## config.mk

```make
export PLATFORM = sky130hd
export DESIGN_NAME = palette_bank_fader
export DESIGN_NICKNAME = d
export VERILOG_FILES = /design/src/rtl/palette_pkg.sv /design/src/rtl/palette_bank_fader_fade_ctrl.sv /design/src/rtl/palette_bank_fader.sv
export SDC_FILE = /design/constraint.sdc
export NUM_CORES = 2
export LEC_CHECK = 0
export CAP_MARGIN = 10
export CORE_UTILIZATION = 60
export DETAILED_ROUTE_END_ITERATION = 8
export MAX_ROUTING_LAYER = met4
export PLACE_DENSITY = 0.86
export SETUP_SLACK_MARGIN = 0.3
export SYNTH_ARGS = -nofsm -noshare
export SYNTH_HDL_FRONTEND = slang
export SYNTH_SLANG_ARGS = --single-unit
```

## constraint.sdc

```tcl
create_clock -name Clk -period 33.5 [get_ports Clk]
set_clock_uncertainty 0.15 [all_clocks]
set_input_delay 3.35 -clock Clk [delete_from_list [all_inputs] [get_ports Clk]]
set_output_delay 3.35 -clock Clk [all_outputs]
set_load 0.005 [all_outputs]
```

## src/rtl/palette_pkg.sv

```systemverilog
// Shared types and constants for the palette bank fader: fade FSM states,
// brightness range and the palette every bank loads at reset.
package palette_pkg;

  localparam int LEVEL_MAX = 16;
  localparam int LEVEL_W   = 5;

  typedef enum logic [1:0] {IDLE, FADE_OUT, DARK, FADE_IN} fade_state_t;

  typedef struct packed {
    logic [3:0] r;
    logic [3:0] g;
    logic [3:0] b;
  } rgb_t;

  // Leftmost element is entry 0; each entry is {R,G,B}.
  localparam logic [0:15][11:0] DEFAULT_PALETTE = {
    12'h000, 12'hEA8, 12'h444, 12'h000, 12'hF00, 12'hC86, 12'h0F0, 12'h00F,
    12'hFF0, 12'h0FF, 12'hF0F, 12'h888, 12'hFFF, 12'h731, 12'h5A2, 12'h29D
  };

  function automatic logic [11:0] default_entry(input logic [3:0] idx);
    return DEFAULT_PALETTE[idx];
  endfunction

endpackage

```

## src/rtl/palette_bank_fader_fade_ctrl.sv

```systemverilog
// Frame-synchronous fade engine: IDLE/FADE_OUT/DARK/FADE_IN FSM, frame step
// counter and the 0..16 brightness level sampled by the pixel pipeline.
module fade_ctrl
  import palette_pkg::*;
#(
  parameter int FRAMES_PER_STEP = 2
) (
  input  logic               clk_i,
  input  logic               rst_i,
  input  logic               frame_start_i,
  input  logic               fade_out_req_i,
  input  logic               fade_in_req_i,
  output logic [LEVEL_W-1:0] level_o,
  output logic               fade_busy_o,
  output logic               wr_ready_o
);

  localparam int CNT_W = (FRAMES_PER_STEP > 1) ? $clog2(FRAMES_PER_STEP) : 1;
  localparam logic [CNT_W-1:0] CNT_LAST = CNT_W'(FRAMES_PER_STEP - 1);
  localparam logic [LEVEL_W-1:0] LVL_FULL = LEVEL_W'(LEVEL_MAX);

  fade_state_t        state_q, state_d;
  logic [LEVEL_W-1:0] level_q, level_d;
  logic [CNT_W-1:0]   cnt_q, cnt_d;
  logic               step_s;

  always_ff @(posedge clk_i or posedge rst_i) begin
    if (rst_i) begin
      state_q <= IDLE;
      level_q <= LVL_FULL;
      cnt_q   <= '0;
    end else begin
      state_q <= state_d;
      level_q <= level_d;
      cnt_q   <= cnt_d;
    end
  end

  always_comb begin
    state_d = state_q;
    level_d = level_q;
    cnt_d   = cnt_q;
    step_s  = 1'b0;
    // Frames are only counted while actively fading.
    if ((state_q == FADE_OUT || state_q == FADE_IN) && frame_start_i) begin
      if (cnt_q == CNT_LAST) begin
        cnt_d  = '0;
        step_s = 1'b1;
      end else begin
        cnt_d = cnt_q + 1'b1;
      end
    end else begin
      cnt_d = cnt_q;
    end
    case (state_q)
      IDLE: begin
        if (fade_out_req_i) begin
          state_d = FADE_OUT;
          cnt_d   = '0;
        end else begin
          state_d = IDLE;
        end
      end
      FADE_OUT: begin
        if (step_s) begin
          level_d = level_q - 5'd1;
          state_d = (level_q == 5'd1) ? DARK : FADE_OUT;
        end else begin
          state_d = FADE_OUT;
        end
      end
      DARK: begin
        if (fade_in_req_i) begin
          state_d = FADE_IN;
          cnt_d   = '0;
        end else begin
          state_d = DARK;
        end
      end
      FADE_IN: begin
        if (step_s) begin
          level_d = level_q + 5'd1;
          state_d = (level_q == LVL_FULL - 5'd1) ? IDLE : FADE_IN;
        end else begin
          state_d = FADE_IN;
        end
      end
      default: begin
        state_d = IDLE;
        level_d = LVL_FULL;
        cnt_d   = '0;
      end
    endcase
  end

  assign level_o     = level_q;
  assign fade_busy_o = (state_q == FADE_OUT) || (state_q == FADE_IN);
  assign wr_ready_o  = !((state_q == FADE_OUT) || (state_q == FADE_IN));

endmodule

```

## src/rtl/palette_bank_fader.sv

```systemverilog
// Runtime-writable multi-bank colour lookup with a 2-stage pipeline:
// stage 1 reads the raw entry, stage 2 scales it by the fade level.
module palette_bank_fader
  import palette_pkg::*;
#(
  parameter int INDEX_W         = 4,
  parameter int COLOR_W         = 4,
  parameter int BANKS           = 4,
  parameter int FRAMES_PER_STEP = 2,
  parameter int TRANSPARENT_IDX = 0,
  localparam int BANK_W         = (BANKS > 1) ? $clog2(BANKS) : 1,
  localparam int RGB_W          = 3 * COLOR_W
) (
  input  logic               Clk,
  input  logic               Reset,
  input  logic               pix_valid,
  input  logic [BANK_W-1:0]  bank,
  input  logic [INDEX_W-1:0] index,
  input  logic               frame_start,
  input  logic               wr_en,
  input  logic [BANK_W-1:0]  wr_bank,
  input  logic [INDEX_W-1:0] wr_index,
  input  logic [RGB_W-1:0]   wr_rgb,
  output logic               wr_ready,
  input  logic               fade_out_req,
  input  logic               fade_in_req,
  output logic               fade_busy,
  output logic               out_valid,
  output logic [COLOR_W-1:0] red,
  output logic [COLOR_W-1:0] green,
  output logic [COLOR_W-1:0] blue,
  output logic               transparent
);

  localparam int ENTRIES = 2 ** INDEX_W;
  localparam int PROD_W  = COLOR_W + LEVEL_W;

  logic [RGB_W-1:0]   mem_q [BANKS][ENTRIES];
  logic [RGB_W-1:0]   rd_q;
  logic               trans1_q, vld1_q;
  logic               out_valid_q, transparent_q;
  logic [COLOR_W-1:0] red_q, green_q, blue_q;
  logic [LEVEL_W-1:0] level_s;
  logic               wr_ready_s;

  function automatic logic [COLOR_W-1:0] scale(input logic [COLOR_W-1:0] c,
                                               input logic [LEVEL_W-1:0] lvl);
    logic [PROD_W-1:0] p;
    p = PROD_W'(c) * PROD_W'(lvl);
    return p[COLOR_W+3:4];
  endfunction

  fade_ctrl #(
    .FRAMES_PER_STEP(FRAMES_PER_STEP)
  ) u_fade (
    .clk_i         (Clk),
    .rst_i         (Reset),
    .frame_start_i (frame_start),
    .fade_out_req_i(fade_out_req),
    .fade_in_req_i (fade_in_req),
    .level_o       (level_s),
    .fade_busy_o   (fade_busy),
    .wr_ready_o    (wr_ready_s)
  );

  // Palette storage; reset reloads every bank with the default palette.
  always_ff @(posedge Clk or posedge Reset) begin
    if (Reset) begin
      for (int b = 0; b < BANKS; b++) begin
        for (int e = 0; e < ENTRIES; e++) begin
          mem_q[b][e] <= RGB_W'(default_entry(4'(e)));
        end
      end
    end else if (wr_en && wr_ready_s) begin
      mem_q[wr_bank][wr_index] <= wr_rgb;
    end
  end

  // Stage 1 reads the pre-write contents, so a same-cycle collision sees old data.
  always_ff @(posedge Clk or posedge Reset) begin
    if (Reset) begin
      rd_q     <= '0;
      trans1_q <= 1'b0;
      vld1_q   <= 1'b0;
    end else begin
      rd_q     <= mem_q[bank][index];
      trans1_q <= (index == INDEX_W'(TRANSPARENT_IDX));
      vld1_q   <= pix_valid;
    end
  end

  // Stage 2 applies the current level; colour holds when no pixel arrives.
  always_ff @(posedge Clk or posedge Reset) begin
    if (Reset) begin
      out_valid_q   <= 1'b0;
      transparent_q <= 1'b0;
      red_q         <= '0;
      green_q       <= '0;
      blue_q        <= '0;
    end else begin
      out_valid_q   <= vld1_q;
      transparent_q <= trans1_q;
      if (vld1_q) begin
        red_q   <= scale(rd_q[3*COLOR_W-1 -: COLOR_W], level_s);
        green_q <= scale(rd_q[2*COLOR_W-1 -: COLOR_W], level_s);
        blue_q  <= scale(rd_q[COLOR_W-1:0], level_s);
      end
    end
  end

  assign wr_ready    = wr_ready_s;
  assign out_valid   = out_valid_q;
  assign transparent = transparent_q;
  assign red         = red_q;
  assign green       = green_q;
  assign blue        = blue_q;

endmodule

```

Word-level counts from Yosys, hierarchy flattened. Index checks and enable logic that the tools add are counted.

Mux-type cells: 28. Add/subtract/negate cells: 3. $mul: 3. $lt $le $gt $ge: 6. Eq/ne operators: 7. Bitwise logic cells: 4. Reductions and logical operators: 10.

Operators by type and width (count): 768-bit bitwise mux (1); 192-bit 2-to-1 mux (3); 192-bit binary-select mux with 2-bit select (1); 192-bit demux with 2-bit select (1); 12-bit binary-select mux with 4-bit select (1); 12-bit demux with 4-bit select (1); 12-bit 2-to-1 mux (3); 4-bit by 5-bit multiplier with 8-bit output (3); 5-bit greater-or-equal comparator, second input constant (2); 5-bit 2-to-1 mux (2); 4-bit NOT with 5-bit output (2); 5-bit case mux with 2 select lines (1); 1-bit 2-to-1 mux (8); 2-bit 2-to-1 mux (4); 2-bit case mux with 4 select lines (1); 3-bit greater-or-equal comparator, second input constant (2); 2-bit NOT with 3-bit output (2); 5-bit by 1-bit adder with 5-bit output, second input constant (1); 5-bit by 1-bit == test with 1-bit output, second input constant (1); 5-bit by 4-bit == test with 1-bit output, second input constant (1); 5-bit by 1-bit < comparator with 1-bit output, second input constant (1); 5-bit by 1-bit subtractor with 5-bit output, second input constant (1); 2-bit == test, second input constant (2); 1-bit logical AND (4); other kinds (11) (12).

Word-level logic and storage cells: 136. Input bits: 31. Output and inout bits: 16. Register bits after elaboration: 804.

Longest topological paths before layout.
Word-level depth: 8. Depth in mapped cells: 13.

By module. Synthesis repeated with hierarchy kept, for this count alone.

Cells, all modules: 2576. Area, all modules: 38404.3 um^2.

Modules (own cells, without submodules): palette_bank_fader (cells each 2528, seq. area each 20329.5 um^2, area each 37907.6 um^2, times used 1); fade_ctrl (cells each 48, seq. area each 201.4 um^2, area each 496.7 um^2, times used 1).

Worst setup path before layout. No wires, ideal clock.

Path kind: input port to flip-flop. Start: in bank[0]. End: reg rd_q[5]. Stages: 8. Data arrival time: 4963 ps. Setup slack: 28264 ps. Buffers on the path: 3. Required time: 33226 ps. Cell sequence: buf_6 buf_6 buf_2 mux4_2 a22o_1 a211oi_1 a21oi_1 a211o_1.

Cells in the longest elaborated chain, start to end: 7.

Ends and longest elaborated chain: start: declaration (line palette_bank_fader.sv:17) `input logic [BANK_W-1:0] bank,`; 2-bit NOT with 3-bit output (implied by the code) (line palette_bank_fader.sv:86) `rd_q <= mem_q[bank][index];`; 192-bit binary-select mux with 2-bit select (line palette_bank_fader.sv:86); 192-bit 2-to-1 mux (implied by the code) (2 in a row) (line palette_bank_fader.sv:86); 12-bit binary-select mux with 4-bit select (line palette_bank_fader.sv:86); 12-bit 2-to-1 mux (implied by the code) (2 in a row) (line palette_bank_fader.sv:86); end signal: assignment (line palette_bank_fader.sv:86); end: declaration (line palette_bank_fader.sv:39) `logic [RGB_W-1:0] rd_q;`.

No other way between the ends. The select of a mux whose other input is x is not followed. A chain may end at the register's enable or synchronous reset.

Final worst setup path.
Start: in bank[1]. End: reg rd_q[8].

Same word-level chain as after synthesis.

==> impl_summary.md <==
Clocking
The number of buffers added to fix hold violations after cts is 0. The H-tree level count is 3. The number of gates given a new drive strength after cts is 0. The clock buffer count from CTS is 82. Clock-pin slew was measured on the worst setup and hold paths at 0.07 ns.

The tree built by TritonCTS fans out to 804 sinks. The clock tree root driver cell is sky130_fd_sc_hd__clkbuf_16. TritonCTS built the clock tree. No sink is reached through more buffers than the 3 on the longest clock path.

The latest clock arrival within the worst-skew pair is 0.64 ns. The post-CTS setup repair buffer count is 0.

Setup path
The cell at the slowest stage of the critical path is sky130_fd_sc_hd__buf_4. The critical path in this run is classified as in -> reg. The data arrival at the endpoint of the critical path is 6.57 ns.

Counting cells, the worst reg-to-reg path comes to 10. The sort of element at the end of the critical path is a flip-flop. The maximum net fanout on the critical path is 64. The origin of the critical flop-to-flop path is u_fade.level_o[2]. The instance count on the critical path is 7.

At the worst endpoint, the required time is 33.86 ns. STA classifies the critical path startpoint as an input pin. The worst setup path endpoint is rd_q[8].

The end of the worst register-to-register path is green[2]. The number of buffer and inverter stages on the critical path is 2. Traced cell by cell, the critical path runs through clkbuf_8 -> buf_4 -> mux4_2 -> a22o_1 -> a211oi_1 -> a21oi_1 -> a211o_1.

The cell family contributing the most delay on the critical path is buffers and inverters. The biggest cell delay along the critical path is 0.78 ns. The worst-case register-to-register setup slack is 30.09 ns. The start point of the critical path is bank[1].

Power and ir drop
Overall power consumption after layout is estimated at 0.002425 W. The worst-case IR drop observed on VDD is 0.00003507 V. For this design the static power due to leakage is 19.02 nW. The cell area power density is 57.91 nW/um^2.

Global route
The initial antenna violation count was 7. The wire length of the first global-routing pass is 146,800 um. The pin count of the biggest net entering global routing is 186. The total routing resource utilization after global routing is 31.22%. The leftover overflow at the end of global routing is 0. The number of global-route vias before repair came to 24,290.

STA
The post-route minimum period is 6.207 ns. The total count of max-transition violations in the final report is 0. The final setup violation count is 0. Measured against its own limit, the worst slew margin works out to 14.57%. For the final routed database, the setup TNS stands at 0 ns. The final clock period utilization by the worst path is 18.53%. Setup repair after global routing left no endpoint under its margin. At the pin with the least slew margin, the transition time is 1.281 ns. The final hold violation count was 0.

The highest clock rate is 161.1 MHz.

Finish
The share of post-route cells with drive strength above 1 is 57.59%. The final net count is 2,559. Measured on the finished design, the core utilization comes to 66.39%. The final-layout fill cell count is 4,116. The finished cells cover 41,880 um^2. The number of non-filler instances in the completed layout is 3,401. From synthesis to final layout, the design area changed by 9.482%.

Placed design
The total of buffers placed on input and output ports is 46. Summed over all nets, the half-perimeter wirelength after detailed placement is 57,660 um. After detailed placement, the total cell area comes to 38,940 um^2.

The number of placed instances, taps included, is 3,241. The final RePlAce weighted congestion is 0.9188.

Routing
The routed length per placed instance is 27.76 um. In this run the remaining antenna-violating nets after routing total 0. The final wirelength is 94,400 um. The number of DRC markers after the initial detailed-route iteration is 2,084. The number of remaining DRC errors is 0. The first detailed-routing pass ran for 7 iterations. The mean number of vias per cell is 6.606. The detailed-route via count is 22,470.

Floorplanning
The die is 254.5 um tall. The region available for standard cell placement spans 63,080 um^2. Row generation in the floorplan step produced 92 rows.

The die footprint is 64,770 um^2. 47 I/O pins were placed. The initial utilization of the core area, before any placement, comes to 60.64%.

The floorplan step set the die width to 254.5 um.

Synthesis
After synthesis, flip-flops and latches occupy 53.67% of the total area. Yosys attributes the largest share of cell area to sky130_fd_sc_hd__dfrtp_1 (31%), sky130_fd_sc_hd__mux2_2 (23%), sky130_fd_sc_hd__dfstp_2 (23%). The distinct cell type count after synthesis is 54. The share of synthesized registers carrying an async set or reset is 100.0%. The per-instance average area after synthesis is 15.03 um^2. The number of enable-type register cells in the synthesized netlist is 0. In the synthesized netlist the dominant register cell turns out to be sky130_fd_sc_hd__dfrtp_1. After synthesis, the largest area contributor takes up 31.07% of total cell area.

After synthesis the netlist holds a flip-flop and latch count of 804. The cell area that synthesis handed to floorplanning was 38,250 um^2. The total number of yosys warnings is 0. The total nets after synthesis is 2,623. The count of mapped cells out of synthesis is 2,545. Of all cell types, the one taking the most synthesized area is sky130_fd_sc_hd__dfrtp_1.

Worst hold path
The kind of path behind the tightest hold check is reg -> reg.

Run
The max-capacitance violation count is 0.

Status
The flow ran to the end, and the final reports show no timing, DRC or antenna violations.
==> area by class of cell <==
class                      count  area (um^2)  share of cell area [%]
sequential                   804        20530                   49.02
multi-input combinational   1478        16510                   39.41
clock buffer                 128         2501                   5.972
tap                          846         1059                   2.527
timing repair buffer          89        767.0                   1.831
clock inverter                24        396.6                  0.9471
inverter                      26        105.1                  0.2510
antenna                        6        15.01                 0.03585
==> layout by cell type, fill, tap and decap left out, types with 6 or more instances in the layout <==
cell / count
sky130_fd_sc_hd__nand2_1: 79
sky130_fd_sc_hd__nor2b_1: 11
sky130_fd_sc_hd__clkbuf_1: 24
sky130_fd_sc_hd__clkdlybuf4s50_1: 31
sky130_fd_sc_hd__o221ai_1: 16
sky130_fd_sc_hd__nand2b_1: 9
sky130_fd_sc_hd__a31oi_1: 8
sky130_fd_sc_hd__clkbuf_8: 18
sky130_fd_sc_hd__diode_2: 6
sky130_fd_sc_hd__a22o_1: 18
sky130_fd_sc_hd__a221oi_1: 10
sky130_fd_sc_hd__bufinv_16: 10
sky130_fd_sc_hd__a21oi_1: 36
sky130_fd_sc_hd__o21ai_0: 9
sky130_fd_sc_hd__o22ai_1: 9
sky130_fd_sc_hd__and2_1: 39
sky130_fd_sc_hd__dfrtp_1: 475
sky130_fd_sc_hd__o21a_1: 6
sky130_fd_sc_hd__ha_1: 32
sky130_fd_sc_hd__a211o_1: 9
sky130_fd_sc_hd__mux2_2: 781
sky130_fd_sc_hd__buf_2: 12
sky130_fd_sc_hd__xnor2_1: 13
sky130_fd_sc_hd__mux4_2: 155
sky130_fd_sc_hd__mux4_1: 17
sky130_fd_sc_hd__a22oi_1: 29
sky130_fd_sc_hd__dfstp_2: 329
sky130_fd_sc_hd__mux2i_1: 45
sky130_fd_sc_hd__clkbuf_16: 87
sky130_fd_sc_hd__inv_1: 25
sky130_fd_sc_hd__buf_4: 41
sky130_fd_sc_hd__nand3_1: 11
sky130_fd_sc_hd__nor2_1: 36
sky130_fd_sc_hd__clkinvlp_4: 6
sky130_fd_sc_hd__a211oi_1: 10
sky130_fd_sc_hd__fa_1: 15
sky130_fd_sc_hd__nor3_1: 20
==> logic make-up after synthesis <==
| family | share of synthesized area [%] |
|---|---|
| adder cells (fa/ha/maj) | 1.832 |
| multiplexers | 34.46 |
| flip-flops | 53.67 |
| AO/OA/AOI/OAI | 3.205 |
| buffers and inverters | 3.232 |
| XOR/XNOR | 0.3664 |
| AND/OR/NAND/NOR | 3.232 |
==> per-stage QoR <==
stage	hold WS, ns	setup WS (ns)
2_1_floorplan	0.1812	7.966
3_3_place_gp	0.1875	26.78
3_5_place_dp	0.1926	26.71
4_1_cts	0.2054	27.36
5_1_grt	0.2165	26.95
6_report	0.2055	27.29
==> per-layer routing <==
layer	vias to the layer above	track usage [%]	wire, um
met5	-	-	0
met3	230	7.369	7742
met4	0	12.74	3777
met1	12050	40.18	37520
li1	9250	-	-
met2	938	48.00	45360
==> power breakdown <==
part | switching, W | total (W) | leakage (nW) | internal (W)
combinational | 0.000148 | 0.000301 | 7.69 | 0.000153
sequential | 0.0000644 | 0.00115 | 9.93 | 0.00109
clock | 0.000381 | 0.000972 | 1.40 | 0.000591
total | 0.000593 | 0.00243 | 19.0 | 0.00183
==> state kept, by name, indices dropped and copies added (netlist names), 2 cells and up <==
register	flops
u_fade.state_q	2
mem_q	768
red	4
u_fade.level_o	5
blue	4
rd_q	12
green	4
==> cell usage after synthesis, drive strengths merged (10+ instances only) <==
cell type	n
ha	32
mux2	781
and2	39
xnor2	13
nor2	41
a221oi	12
dfstp	329
a211oi	10
a22o	18
mux4	172
buf	117
o221ai	16
inv	26
a22oi	29
fa	15
a21oi	36
nor2b	12
nand3	11
clkbuf	120
nor3	21
nand2	79
mux2i	45
dfrtp	475
==> worst min path at each step <==
stage          startpoint           to  depth (start not counted)
2_1_floorplan    trans1_q  transparent                          0
3_3_place_gp     trans1_q  transparent                          0
3_5_place_dp     trans1_q  transparent                          0
4_1_cts          trans1_q  transparent                          0
5_1_grt          trans1_q  transparent                          0
6_report         trans1_q  transparent                          0
No activity file was read; power rests on OpenSTA's default activity.
